--- config.mk ---
export PLATFORM = sky130hd
export DESIGN_NAME = vga_timing_gen
export DESIGN_NICKNAME = d
export VERILOG_FILES = /design/src/rtl/vga_timing_gen.sv
export SDC_FILE = /design/constraint.sdc
export NUM_CORES = 1
export LEC_CHECK = 0
export CORE_ASPECT_RATIO = 1.4
export CORE_MARGIN = 5
export CORE_UTILIZATION = 44
export DETAILED_ROUTE_END_ITERATION = 8
export DONT_BUFFER_PORTS = 1
export PLACE_DENSITY = 0.7
export REMOVE_ABC_BUFFERS = 1
export SLEW_MARGIN = 25
export SYNTH_ARGS = -nofsm -noshare
export SYNTH_HDL_FRONTEND = slang
export SYNTH_SLANG_ARGS = --single-unit
--- constraint.sdc ---
create_clock -name clk -period 1.8 [get_ports clk]
set_clock_uncertainty 0.05 [all_clocks]
set_input_delay 0.36 -clock clk [delete_from_list [all_inputs] [get_ports clk]]
set_output_delay 0.36 -clock clk [all_outputs]
set_load 0.01 [all_outputs]
--- src/rtl/vga_timing_gen.sv ---
// VGA raster timing source: pixel-rate enable, h/v counters, sync/visible decodes and a once-per-frame tick.
// Geometry defaults to 640x480@60Hz from a 100 MHz board clock.
module vga_timing_gen #(
  parameter int unsigned CLK_DIV     = 4,
  parameter int unsigned H_TOTAL     = 800,
  parameter int unsigned H_SYNC      = 96,
  parameter int unsigned H_VIS_START = 144,
  parameter int unsigned H_VIS_END   = 783,
  parameter int unsigned V_TOTAL     = 525,
  parameter int unsigned V_SYNC      = 2,
  parameter int unsigned V_VIS_START = 35,
  parameter int unsigned V_VIS_END   = 514
) (
  input  logic       clk,
  input  logic       rst,
  output logic [9:0] hCount,
  output logic [9:0] vCount,
  output logic       bright,
  output logic       hSync,
  output logic       vSync,
  output logic       pix_en,
  output logic       frame_tick
);

  localparam int unsigned DIV_W = $clog2(CLK_DIV);

  localparam logic [DIV_W-1:0] DIV_LAST = DIV_W'(CLK_DIV - 1);
  localparam logic [9:0]       H_LAST   = 10'(H_TOTAL - 1);
  localparam logic [9:0]       V_LAST   = 10'(V_TOTAL - 1);

  logic [DIV_W-1:0] div_q, div_d;
  logic [9:0]       h_q, h_d;
  logic [9:0]       v_q, v_d;
  logic             ft_q, ft_d;

  always_comb begin
    pix_en = (div_q == DIV_LAST);
    div_d  = pix_en ? '0 : div_q + DIV_W'(1);
    h_d    = h_q;
    v_d    = v_q;
    ft_d   = 1'b0;
    if (pix_en) begin
      if (h_q == H_LAST) begin
        h_d  = '0;
        v_d  = (v_q == V_LAST) ? '0 : v_q + 10'd1;
        // tick lands on the same edge both counters wrap to 0
        ft_d = (v_q == V_LAST);
      end else begin
        h_d = h_q + 10'd1;
      end
    end
  end

  always_ff @(posedge clk or negedge rst) begin
    if (!rst) begin
      div_q <= '0;
      h_q   <= '0;
      v_q   <= '0;
      ft_q  <= 1'b0;
    end else begin
      div_q <= div_d;
      h_q   <= h_d;
      v_q   <= v_d;
      ft_q  <= ft_d;
    end
  end

  assign hCount     = h_q;
  assign vCount     = v_q;
  assign frame_tick = ft_q;
  assign hSync      = ~(h_q < 10'(H_SYNC));
  assign vSync      = ~(v_q < 10'(V_SYNC));
  assign bright     = (h_q >= 10'(H_VIS_START)) && (h_q <= 10'(H_VIS_END)) &&
                      (v_q >= 10'(V_VIS_START)) && (v_q <= 10'(V_VIS_END));

endmodule
=== Word-level counts from Yosys, hierarchy flattened ===
Index checks and enable logic that the tools add are counted.

* Register bits after elaboration: 23
* Input bits: 2
* Output and inout port bits: 25
* Word-level logic and storage cells: 27

* Add/sub/neg operators: 3
* Magnitude comparators: 6
* Equality and inequality tests: 3
* Muxes and demuxes: 5
* Bitwise logic cells: 2
* Reduce and logical (&&, ||, !) cells: 4

{| class="wikitable"
|+ Operators by type and width
! cell !! count
|-
| 10-bit by 1-bit adder with 10-bit output (second input constant) || 2
|-
| 10-bit equality test (second input constant) || 2
|-
| 10-bit less-or-equal comparator (second input constant) || 2
|-
| 10-bit 2-to-1 mux || 2
|-
| 10-bit by 6-bit greater-or-equal comparator with 1-bit output (second input constant) || 1
|-
| 10-bit by 8-bit greater-or-equal comparator with 1-bit output (second input constant) || 1
|-
| 10-bit by 2-bit less-than comparator with 1-bit output (second input constant) || 1
|-
| 10-bit by 7-bit less-than comparator with 1-bit output (second input constant) || 1
|-
| 1-bit logical AND || 3
|-
| 2-bit by 1-bit adder with 2-bit output (second input constant) || 1
|-
| 2-bit equality test (second input constant) || 1
|-
| 1-bit 2-to-1 mux || 2
|-
| 2-bit 2-to-1 mux || 1
|-
| 1-bit NOT || 2
|-
| 2-bit AND reduction || 1
|}

=== Longest topological paths before layout ===
Gate-level depths: netlist of the first run.

* Depth after elaboration: 4
* Gate-level depth with buffers: 7
* Depth with buffers taken out: 6

=== Least setup slack after synthesis of the first run ===
No wires, ideal clock.

* Kind: reg-to-output
* From: register v_q[4], in the netlist vCount[4]
* To: output vSync
* Data arrival time: 1.545 ns
* Data required time: 1.390 ns
* Slack: -0.155 ns
* Stages on the path, launching flop included: 4
* Path buffers: 1
* Cells stage by stage: dfrtp_1 -> buf_2 -> or4_1 -> or4_1

* Longest elaborated chain between the ends: 2

{| class="wikitable"
|+ Ends and longest elaborated chain
! what !! line !! source
|-
| from (decl) || 33 || <nowiki>logic [9:0] v_q, v_d;</nowiki>
|-
| from (signal assigned) || 63 || <nowiki>v_q <= v_d;</nowiki>
|-
| 10-bit by 2-bit less-than comparator with 1-bit output || 72 || <nowiki>assign vSync = ~(v_q < 10'(V_SYNC));</nowiki>
|-
| 1-bit NOT || 72 ||
|-
| to (decl) || 20 || <nowiki>output logic vSync,</nowiki>
|}

No other way between the ends.

=== Final worst setup path of the first run ===
Ends and elaborated chain as after synthesis.

==> results.sh, run 1 <==
export IMPL_post_dp_hpwl_mm=2.25
export IMPL_worstSetupEndpoint="vSync"
export IMPL_period_needed_ns=2.14
export IMPL_drtPass1Iterations=4
export IMPL_groute_usage_overall_pct=17.5
export IMPL_critical_path_startpoint="vCount[4]$_DFFE_PN0P_"
export IMPL_synth_top_family_by_area="simple AND/OR/NAND/NOR gates"
export IMPL_worstSetupEndpointType="primary output"
export IMPL_placed_cells_incl_taps=182
export IMPL_start_util_pct=46.4
export IMPL_first_iter_violations=35
export IMPL_most_common_layout_cells="sky130_fd_sc_hd__buf_4, sky130_fd_sc_hd__dfrtp_1, sky130_fd_sc_hd__nor2_1"
export IMPL_root_buffer="sky130_fd_sc_hd__clkbuf_4"
export IMPL_clock_edge_transition_at_the_registers_on_the_reported_setup_and_hold_paths_ns=0.12
export IMPL_timing_max_cap_violations=0
export IMPL_floorplan_die_width_um=54.9
export IMPL_synth_yosys_seq_area_share_pct=46.4
export IMPL_nets=163
export IMPL_timing_critical_path_fanout_max=2
export IMPL_wire_per_inst_um=16.6
export IMPL_grt_start_max_net_pins=24
export IMPL_synth_area_leaders="sky130_fd_sc_hd__dfrtp_1, sky130_fd_sc_hd__xnor2_1, sky130_fd_sc_hd__ha_1"
export IMPL_maximum_level_of_the_cts_h_tree=1
export IMPL_clk_lat_worst_skew_ns=0.32
export IMPL_power_density_mw_per_mm2=500
export IMPL_synth_xor_area_share_pct=7.06
export IMPL_arithmetic_cell_share_of_the_synthesized_area_counting_full_adders_half_adders_and_majority_gates_pct=5.05
export IMPL_cts_made_buffers=3
export IMPL_std_cell_rows=22
export IMPL_drc_errors=0
export IMPL_drt_wl_total_mm=3.17
export IMPL_synth_seq_cells=23
export IMPL_synth_avg_cell_area_um2=9.69
export IMPL_postLayoutCoreUtil_pct=58.1
export IMPL_postLayoutSetupSlackWorst_ns=-0.336
export IMPL_worst_r2r_cell_count=4
export IMPL_vias_per_cell=5.77
export IMPL_setup_total_neg_slack_ns=-0.805
export IMPL_p_leak_nw=0.697
export IMPL_critPathKind="reg2out"
export IMPL_die_height_um=72.8
export IMPL_cts_tree="done"
export IMPL_ant_nets=0
export IMPL_via_count=1102
export IMPL_first_global_vias=1126
export IMPL_worst_slew_margin_rel_pct=65.8
export IMPL_run_status="finished with violations"
export IMPL_max_slew_worst_pin_slew_ns=0.513
export IMPL_final_common_cell="sky130_fd_sc_hd__buf_4"
export IMPL_synthCells=128
export IMPL_mappedNetlistArea_mm2=0.00124
export IMPL_ff2ff_setup_slack_ns=-0.08
export IMPL_overflow=0
export IMPL_nFillCells=257
export IMPL_count_of_different_cell_masters_after_synthesis=35
export IMPL_fraction_of_the_cycle_the_final_worst_path_needs_pct=119
export IMPL_clockPowerShare_pct=31.9
export IMPL_r2r_end="vCount[3]$_DFFE_PN0P_"
export IMPL_netSwitchingFraction_pct=22.0
export IMPL_area_growth_pct=25.1
export IMPL_die_area_mm2=0.00399
export IMPL_worst_hold_path_type="reg2reg"
export IMPL_stdcell_area_mm2=0.00155
export IMPL_portBuffers=0
export IMPL_wire_length_of_the_first_global_routing_pass_mm=5.22
export IMPL_failed_checks="negative setup slack"
export IMPL_critical_path_reg2reg_startpoint="vCount[6]$_DFFE_PN0P_"
export IMPL_p_comb_share_pct=1.6
export IMPL_p_int_w=0.000606
export IMPL_timing_fmax_mhz=468
export IMPL_seq_power_share_pct=66.5
export IMPL_place_gp_congestion=0.863
export IMPL_fin_cells=191
export IMPL_finalSetupViolCount=5
export IMPL_placeableCoreArea_mm2=0.00267
export IMPL_cp_start_kind="flip-flop"
export IMPL_final_max_slew_viol_count=0
export IMPL_critPathArrivalTime_ns=1.73
export IMPL_critical_path_required_ns=1.39
export IMPL_cts_max_path_buffers=2
export IMPL_yosys_warnings=0
export IMPL_synth_simple_gate_area_share_pct=24.4
export IMPL_detailed_place_area_mm2=0.00143
export IMPL_power_switching_w=0.000171
export IMPL_io_pin_count=27
export IMPL_finalHoldWorstSlack_ns=0.394
export IMPL_synthDominantAreaCellType="sky130_fd_sc_hd__dfrtp_1"
export IMPL_ir_drop_mv=0.433
export IMPL_grt_antenna_before_repair=0
export IMPL_n_antenna_cell=0
export IMPL_timing_final_hold_violations=0
export IMPL_rsz0062_at_grt="yes"
export IMPL_cts_num_sinks=23
export IMPL_synth_compound_area_share_pct=10.8
export IMPL_synthDominantCellAreaShare_pct=46.4
export IMPL_layout_drive_gt1_share_pct=27.1
export IMPL_muxShareOfSynthArea_pct=1.61
cell type report:
cell class,count,area (um2),area share [%]
inverter,8,32.5,2.10
clock buffer,4,26.3,1.69
multi-input combinational,92,654,42.2
tap,36,45.0,2.90
timing repair buffer,28,218,14.0
sequential,23,576,37.1
layer usage:
layer	global-route usage (%)	share of wire, %	up-vias
met4	8.03	3.9	0
met2	28.6	51	37
met1	20.2	38	546
met3	5.52	6.5	12
met5	0	0	-
li1	-	-	507
cell families (layout without fill, tap and decap cells):
kind of cell	count (synthesis)	after routing
compound gates	19	19
xor+xnor	10	10
flops	23	23
mux	2	2
buf+inv	13	40
simple gates	56	56
fa+ha+maj	5	5
stage by stage:
step	setup slack [ns]	total power [W]
floorplan	-0.0852	0.000527
global placement	0.00303	0.000527
detailed placement	-0.0327	0.000527
CTS	-0.327	0.000779
global route	-0.392	0.000803
finish	-0.336	0.000776
worst min-delay path by stage:
| stage | from | end | slack, ns | cells after the start |
|---|---|---|---|---|
| after floorplan | rst | div_q[0]$_DFF_PN0_ | 0.01 | 0 |
| after detailed placement | rst | hCount[2]$_DFFE_PN0P_ | 0.02 | 0 |
| after global routing | div_q[1]$_DFF_PN0_ | div_q[1]$_DFF_PN0_ | 0.45 | 1 |
| after global placement | rst | hCount[2]$_DFFE_PN0P_ | 0.02 | 0 |
| after CTS | div_q[0]$_DFF_PN0_ | div_q[0]$_DFF_PN0_ | 0.39 | 1 |
| final | div_q[0]$_DFF_PN0_ | div_q[0]$_DFF_PN0_ | 0.39 | 1 |
worst max-delay path: stages (launching register included):
cell,delay (ns)
sky130_fd_sc_hd__dfrtp_1,0.40
sky130_fd_sc_hd__or4_4,0.54
sky130_fd_sc_hd__or4_4,0.46
sequential cells by signal (all words and copies together) (netlist names):
name	flops
hCount	10
frame_tick	1
vCount	10
div_q	2
power groups by stage:
stage	Combinational [W]	Sequential (W)	Clock [W]
global route	0.0000145	0.000517	0.000272
CTS	0.0000118	0.000517	0.000251
floorplan	0.000000000247	0.000527	0
global placement	0.000000000370	0.000527	0
finish	0.0000121	0.000517	0.000248
detailed placement	0.000000000370	0.000527	0
cell usage after synthesis:
cell,n
sky130_fd_sc_hd__dfrtp_1,23
sky130_fd_sc_hd__nor2_1,11
sky130_fd_sc_hd__nand2_1,10
sky130_fd_sc_hd__nand3_1,9
sky130_fd_sc_hd__inv_1,8
sky130_fd_sc_hd__nand4_1,8
sky130_fd_sc_hd__xnor2_1,8
sky130_fd_sc_hd__ha_1,5
sky130_fd_sc_hd__nor3_1,4
sky130_fd_sc_hd__a21oi_1,3
sky130_fd_sc_hd__and2_1,3
sky130_fd_sc_hd__clkbuf_1,3
sky130_fd_sc_hd__o21ai_0,3
sky130_fd_sc_hd__a21boi_0,2
sky130_fd_sc_hd__a21o_1,2
sky130_fd_sc_hd__mux2i_1,2
sky130_fd_sc_hd__nand2b_1,2
sky130_fd_sc_hd__nor4_1,2
sky130_fd_sc_hd__o31ai_1,2
sky130_fd_sc_hd__or4_1,2
sky130_fd_sc_hd__xor2_1,2
sky130_fd_sc_hd__a31oi_1,1
sky130_fd_sc_hd__and3_1,1
sky130_fd_sc_hd__and4_1,1
sky130_fd_sc_hd__and4bb_2,1
sky130_fd_sc_hd__buf_2,1
sky130_fd_sc_hd__buf_6,1
sky130_fd_sc_hd__o21ai_1,1
sky130_fd_sc_hd__o21bai_1,1
sky130_fd_sc_hd__o311a_2,1
sky130_fd_sc_hd__o311ai_1,1
sky130_fd_sc_hd__o41a_1,1
sky130_fd_sc_hd__o41ai_1,1
sky130_fd_sc_hd__or3_4,1
sky130_fd_sc_hd__or4_4,1
timing repair:
action | in CTS | in global routing
resized for setup | 7 | 7
gates cloned | 0 | 0
pin swaps | 2 | 2
setup buffers | 2 | 1
endpoints found under the setup margin | 3 | 8
hold buffers | 1 | 1
hold endpoints to repair | 23 | 23
No activity file was read; power rests on OpenSTA's default activity.
==> inputs of run 2 (changes only) <==
--- a/config.mk
+++ b/config.mk
@@ -10,6 +10,7 @@
 export CORE_UTILIZATION = 44
 export DETAILED_ROUTE_END_ITERATION = 8
 export DONT_BUFFER_PORTS = 1
+export GPL_TIMING_DRIVEN = 0
 export PLACE_DENSITY = 0.7
 export REMOVE_ABC_BUFFERS = 1
 export SLEW_MARGIN = 25
==> run 2 against run 1 <==
  * The flow still finishes with violations (negative setup slack)
  * Count of clock-buffer cells in the layout decreased by 1
  * Worst hold slack improved by 0.057 ns
  * Utilization shrank 3.9 points
  * Critical path depth up 1
  * Critical endpoint is now bright
  * Largest cell class unchanged
  * Largest power group unchanged
==> results.sh, run 2 (synthesis gave the netlist of run 1 again) <==
export IMPL_max_slew_worst_pin_slew_ns=0.510
export IMPL_postLayoutSetupSlackWorst_ns=-0.453
export IMPL_place_gp_congestion=0.849
export IMPL_timing_critical_path_fanout_max=6
export IMPL_die_area_mm2=0.00399
export IMPL_worst_hold_path_type="reg2reg"
export IMPL_finalSetupViolCount=4
export IMPL_cts_tree="done"
export IMPL_fraction_of_the_cycle_the_final_worst_path_needs_pct=125
export IMPL_n_antenna_cell=0
export IMPL_cts_made_buffers=3
export IMPL_timing_max_cap_violations=0
export IMPL_std_cell_rows=22
export IMPL_ff2ff_setup_slack_ns=-0.07
export IMPL_nets=142
export IMPL_crit_path_max_incr_delay_ns=0.51
export IMPL_critPathArrivalTime_ns=1.84
export IMPL_floorplan_die_width_um=54.9
export IMPL_overflow=0
export IMPL_wire_per_inst_um=17.3
export IMPL_first_global_vias=1030
export IMPL_rsz0062_at_grt="yes"
export IMPL_dp_slack_ns=-0.186
export IMPL_drc_errors=0
export IMPL_first_iter_violations=24
export IMPL_cts_num_sinks=23
export IMPL_placeableCoreArea_mm2=0.00267
export IMPL_root_buffer="sky130_fd_sc_hd__clkbuf_4"
export IMPL_final_common_cell="sky130_fd_sc_hd__dfrtp_1"
export IMPL_timing_critical_path_cells="ha_2, o41a_1, o311a_2"
export IMPL_portBuffers=0
export IMPL_run_status="finished with violations"
export IMPL_grt_start_max_net_pins=24
export IMPL_final_max_slew_viol_count=0
export IMPL_worstSetupEndpointType="primary output"
export IMPL_critPathKind="reg2out"
export IMPL_maximum_level_of_the_cts_h_tree=1
export IMPL_timing_fmax_mhz=444
export IMPL_start_util_pct=46.4
export IMPL_drt_wl_total_mm=2.95
export IMPL_fin_cells=170
export IMPL_period_needed_ns=2.25
export IMPL_layout_drive_gt1_share_pct=29.9
export IMPL_power_density_mw_per_mm2=536
export IMPL_critical_path_top_delay_family="compound AO/OA/AOI/OAI gates"
export IMPL_placed_cells_incl_taps=159
export IMPL_critical_path_required_ns=1.39
export IMPL_wire_length_of_the_first_global_routing_pass_mm=4.96
export IMPL_cp_start_kind="flip-flop"
export IMPL_via_count=1006
export IMPL_die_height_um=72.8
export IMPL_crit_buf_inv=0
export IMPL_vias_per_cell=5.92
export IMPL_worst_slew_margin_rel_pct=66.0
export IMPL_ant_nets=0
export IMPL_groute_usage_overall_pct=16.7
export IMPL_post_dp_hpwl_mm=1.97
export IMPL_timing_final_hold_violations=0
export IMPL_ir_drop_mv=0.448
export IMPL_drtPass1Iterations=4
export IMPL_clk_lat_worst_skew_ns=0.31
export IMPL_cts_max_path_buffers=2
export IMPL_area_growth_pct=16.8
export IMPL_clock_edge_transition_at_the_registers_on_the_reported_setup_and_hold_paths_ns=0.14
export IMPL_p_leak_nw=0.568
export IMPL_worst_path_max_delay_cell="sky130_fd_sc_hd__dfrtp_2"
export IMPL_most_common_layout_cells="sky130_fd_sc_hd__dfrtp_1, sky130_fd_sc_hd__nor2_1, sky130_fd_sc_hd__dfrtp_2"
export IMPL_grt_antenna_before_repair=0
export IMPL_failed_checks="negative setup slack"
export IMPL_io_pin_count=27
[run 2: cell types whose count changed in the layout (fill, tap and decap cells not counted), moves of 2 or more]
cell                      before  now
sky130_fd_sc_hd__o21ai_1       2    0
sky130_fd_sc_hd__ha_1          4    2
sky130_fd_sc_hd__buf_4        24    2
sky130_fd_sc_hd__dfrtp_1      23   12
sky130_fd_sc_hd__ha_4          0    2
sky130_fd_sc_hd__dfrtp_2       0   11
sky130_fd_sc_hd__o21ai_2       0    2
[run 2: stage by stage]
step                      power (W)  instance area (um2)  hold slack, ns  setup TNS [ns]  utilization (%)
after global placement     0.000527                 1260          0.0151          -0.780             47.1
final                      0.000776                 1450           0.451          -0.980             54.2
after CTS                  0.000781                 1360           0.394          -0.968             51.0
after floorplan            0.000527                 1210          0.0144          -0.220                -
after detailed placement   0.000527                 1260          0.0151          -0.892             47.1
after global routing       0.000805                 1450           0.476           -1.37             54.2
[run 2: power by group]
group          total (W)  switching (W)  internal, W  leakage, nW
sequential      0.000517              0     0.000517        0.289
combinational  0.0000121     0.00000991   0.00000220        0.262
clock           0.000247       0.000164    0.0000830       0.0177
total           0.000776       0.000174     0.000602        0.568
[run 2: layer usage]
layer  part of all wire [%]  vias to the layer above  global-route usage, %
met2                     49                       25                   26.4
met4                    3.0                        0                   8.31
met1                     41                      501                   20.1
met5                      0                        -                      0
li1                       -                      472                      -
met3                    6.4                        8                   4.50
[run 2: worst paths after layout]
check	depth (start not counted)	to	from
max	3	bright	vCount[1]$_DFFE_PN0P_
min	1	div_q[0]$_DFF_PN0_	div_q[0]$_DFF_PN0_
max reg2reg	4	vCount[3]$_DFFE_PN0P_	vCount[7]$_DFFE_PN0P_
min reg2reg	1	div_q[0]$_DFF_PN0_	div_q[0]$_DFF_PN0_
max in group asynchronous	2	hCount[1]$_DFFE_PN0P_	rst
min in group asynchronous	2	frame_tick$_DFF_PN0_	rst
[run 2: timing repair]
item,4_1_cts,5_1_grt
pin swaps,3,7
setup buffers,4,1
hold endpoints to repair,23,23
gates resized for setup,18,18
endpoints found under the setup margin,15,9
hold buffers,1,1
[run 2: area by class of cell]
class	instances	area, um2
flip-flops and latches	23	589
inverters	8	35.0
fillers	249	1220
well taps	36	45.0
multi-input cells	92	694
clock inverters	1	5.00
clock buffers	3	22.5
repair buffers	7	56.3
==> inputs of run 3 (changes only) <==
--- a/config.mk
+++ b/config.mk
@@ -6,12 +6,12 @@
 export NUM_CORES = 1
 export LEC_CHECK = 0
 export CORE_ASPECT_RATIO = 1.4
-export CORE_MARGIN = 5
+export CORE_MARGIN = 2
 export CORE_UTILIZATION = 44
 export DETAILED_ROUTE_END_ITERATION = 8
 export DONT_BUFFER_PORTS = 1
 export GPL_TIMING_DRIVEN = 0
-export PLACE_DENSITY = 0.7
+export PLACE_DENSITY = 0.68
 export REMOVE_ABC_BUFFERS = 1
 export SLEW_MARGIN = 25
 export SYNTH_ARGS = -nofsm -noshare
==> constraint.sdc (replaced) <==
create_clock -name clk -period 2.7 [get_ports clk]
set_clock_uncertainty 0.05 [all_clocks]
set_input_delay 0.54 -clock clk [delete_from_list [all_inputs] [get_ports clk]]
set_output_delay 0.54 -clock clk [all_outputs]
set_load 0.01 [all_outputs]
==> run 3 against run 2 <==
  * The run now ends clean
  * Power fell by 35%
  * Die area fell by 18%
  * Sequential share of layout area rose by 4.0 points
  * Global-route usage fell by 0.16 points
  * Setup slack improved by 0.65 ns
  * Count of clock-buffer cells in the layout rose by 1
  * Final area fell by 11%
  * Clock power fell by 38%
==> results.sh, run 3 (synthesis gave the netlist of run 1 again) <==
export IMPL_run_status="complete, no violations"
export IMPL_crit_buf_inv=0
export IMPL_timing_max_cap_violations=0
export IMPL_timing_final_hold_violations=0
export IMPL_period_needed_ns=2.50
export IMPL_final_max_slew_viol_count=0
export IMPL_critical_path_top_delay_family="simple AND/OR/NAND/NOR gates"
export IMPL_ctsHoldBuffers=1
export IMPL_crit_path_max_incr_delay_ns=0.58
export IMPL_grt_antenna_before_repair=0
export IMPL_ant_nets=0
export IMPL_finalHoldWorstSlack_ns=0.144
export IMPL_power_switching_w=0.000101
export IMPL_clk_lat_worst_skew_ns=0.30
export IMPL_worst_slew_margin_rel_pct=65.7
export IMPL_timing_fmax_mhz=400
export IMPL_most_common_layout_cells="sky130_fd_sc_hd__dfrtp_1, sky130_fd_sc_hd__nor2_1, sky130_fd_sc_hd__nand2_1"
export IMPL_vias_per_cell=5.73
export IMPL_worstSetupEndpointType="primary output"
export IMPL_std_cell_rows=22
export IMPL_p_comb_share_pct=1.4
export IMPL_critical_path_startpoint="vCount[4]$_DFFE_PN0P_"
export IMPL_die_area_mm2=0.00326
export IMPL_power_density_mw_per_mm2=391
export IMPL_netSwitchingFraction_pct=20.1
export IMPL_cts_repair_resize_count=0
export IMPL_cts_made_buffers=3
export IMPL_via_count=940
export IMPL_n_antenna_cell=0
export IMPL_grt_start_max_net_pins=24
export IMPL_wire_length_of_the_first_global_routing_pass_mm=4.11
export IMPL_io_pin_count=27
export IMPL_nets=136
export IMPL_worstSetupEndpoint="bright"
export IMPL_worst_hold_path_type="in2async"
export IMPL_wire_per_inst_um=15.1
export IMPL_worst_r2r_cell_count=5
export IMPL_area_growth_pct=3.94
export IMPL_clock_edge_transition_at_the_registers_on_the_reported_setup_and_hold_paths_ns=0.12
export IMPL_place_gp_congestion=0.742
export IMPL_worst_path_max_delay_cell="sky130_fd_sc_hd__or4_1"
export IMPL_max_slew_worst_pin_slew_ns=0.515
export IMPL_ff2ff_setup_slack_ns=0.66
export IMPL_cts_num_sinks=23
export IMPL_drt_wl_total_mm=2.47
export IMPL_critical_path_required_ns=2.11
export IMPL_total_power_w=0.000503
export IMPL_die_height_um=66.8
export IMPL_first_global_vias=902
export IMPL_critical_path_reg2reg_startpoint="div_q[0]$_DFF_PN0_"
export IMPL_root_buffer="sky130_fd_sc_hd__clkbuf_4"
export IMPL_cts_tree="done"
export IMPL_setup_total_neg_slack_ns=0
export IMPL_start_util_pct=46.9
export IMPL_postLayoutCoreUtil_pct=48.8
export IMPL_cp_depth=3
export IMPL_layout_drive_gt1_share_pct=6.25
export IMPL_overflow=0
export IMPL_cp_start_kind="flip-flop"
export IMPL_r2r_end="vCount[5]$_DFFE_PN0P_"
export IMPL_seq_power_share_pct=68.4
export IMPL_groute_usage_overall_pct=16.5
export IMPL_maximum_level_of_the_cts_h_tree=1
export IMPL_placeableCoreArea_mm2=0.00264
export IMPL_timing_critical_path_cells="or4_1, o31ai_1, o311a_2"
export IMPL_drc_errors=0
export IMPL_p_leak_nw=0.573
export IMPL_critPathArrivalTime_ns=1.91
export IMPL_fraction_of_the_cycle_the_final_worst_path_needs_pct=92.6
export IMPL_clockPowerShare_pct=30.2
export IMPL_p_int_w=0.000402
export IMPL_area_taken_by_multi_input_logic_gates_um2=607
export IMPL_first_iter_violations=27
export IMPL_nFillCells=269
export IMPL_floorplan_die_width_um=48.9
export IMPL_regArea_um2=576
export IMPL_ir_drop_mv=0.270
export IMPL_drtPass1Iterations=4
export IMPL_critPathKind="reg2out"
export IMPL_timing_critical_path_fanout_max=10
export IMPL_cts_max_path_buffers=2
export IMPL_rsz0062_at_grt="no"
export IMPL_final_common_cell="sky130_fd_sc_hd__dfrtp_1"
export IMPL_post_dp_hpwl_mm=1.82
export IMPL_post_cts_setup_buffers=0
export IMPL_finalSetupViolCount=0
export IMPL_portBuffers=0
-- run 3: cell types whose count changed in the layout (fill, tap and decap cells not counted), sizes merged --
cell | previous run | this run
dlygate4sd3 | 1 | 0
clkbuf | 3 | 4
clkinv | 1 | 0
buf | 6 | 1
-- run 3: how the worst min path moves through the flow --
stage,start,to
finish,rst,hCount[9]$_DFFE_PN0P_
global route,rst,vCount[6]$_DFFE_PN0P_
CTS,div_q[0]$_DFF_PN0_,div_q[0]$_DFF_PN0_
detailed placement,rst,hCount[4]$_DFFE_PN0P_
global placement,rst,hCount[4]$_DFFE_PN0P_
floorplan,rst,div_q[0]$_DFF_PN0_
-- run 3: through the flow --
stage | area (um2) | worst slack [ns] | cells
floorplan | 1210 | 0.635 | 123
global placement | 1260 | 0.563 | 159
detailed placement | 1260 | 0.549 | 159
CTS | 1290 | 0.195 | 164
global route | 1290 | 0.0714 | 164
finish | 1290 | 0.201 | 164
-- run 3: area by class of cell --
| cell class | count | share of cell area, % |
|---|---|---|
| Multi-Input combinational cell | 92 | 47.1 |
| Timing Repair Buffer | 1 | 0.388 |
| Sequential cell | 23 | 44.7 |
| Tap cell | 36 | 3.50 |
| Clock buffer | 4 | 2.04 |
| Inverter | 8 | 2.33 |
-- run 3: power by group through the flow --
stage | combinational (W) | clock, W | sequential (W)
after floorplan | 0.000000000247 | 0 | 0.000351
after global routing | 0.00000871 | 0.000177 | 0.000345
final | 0.00000696 | 0.000152 | 0.000344
after detailed placement | 0.000000000247 | 0 | 0.000351
after CTS | 0.00000798 | 0.000162 | 0.000344
after global placement | 0.000000000247 | 0 | 0.000351
-- run 3: layer usage --
metal  track usage [%]  vias to the layer above  wire length, um
met5                 0                        -                0
met4              7.14                        0               36
met3              4.26                        4              120
met2              28.9                       20             1250
met1              19.0                      455             1060
li1                  -                      461                -
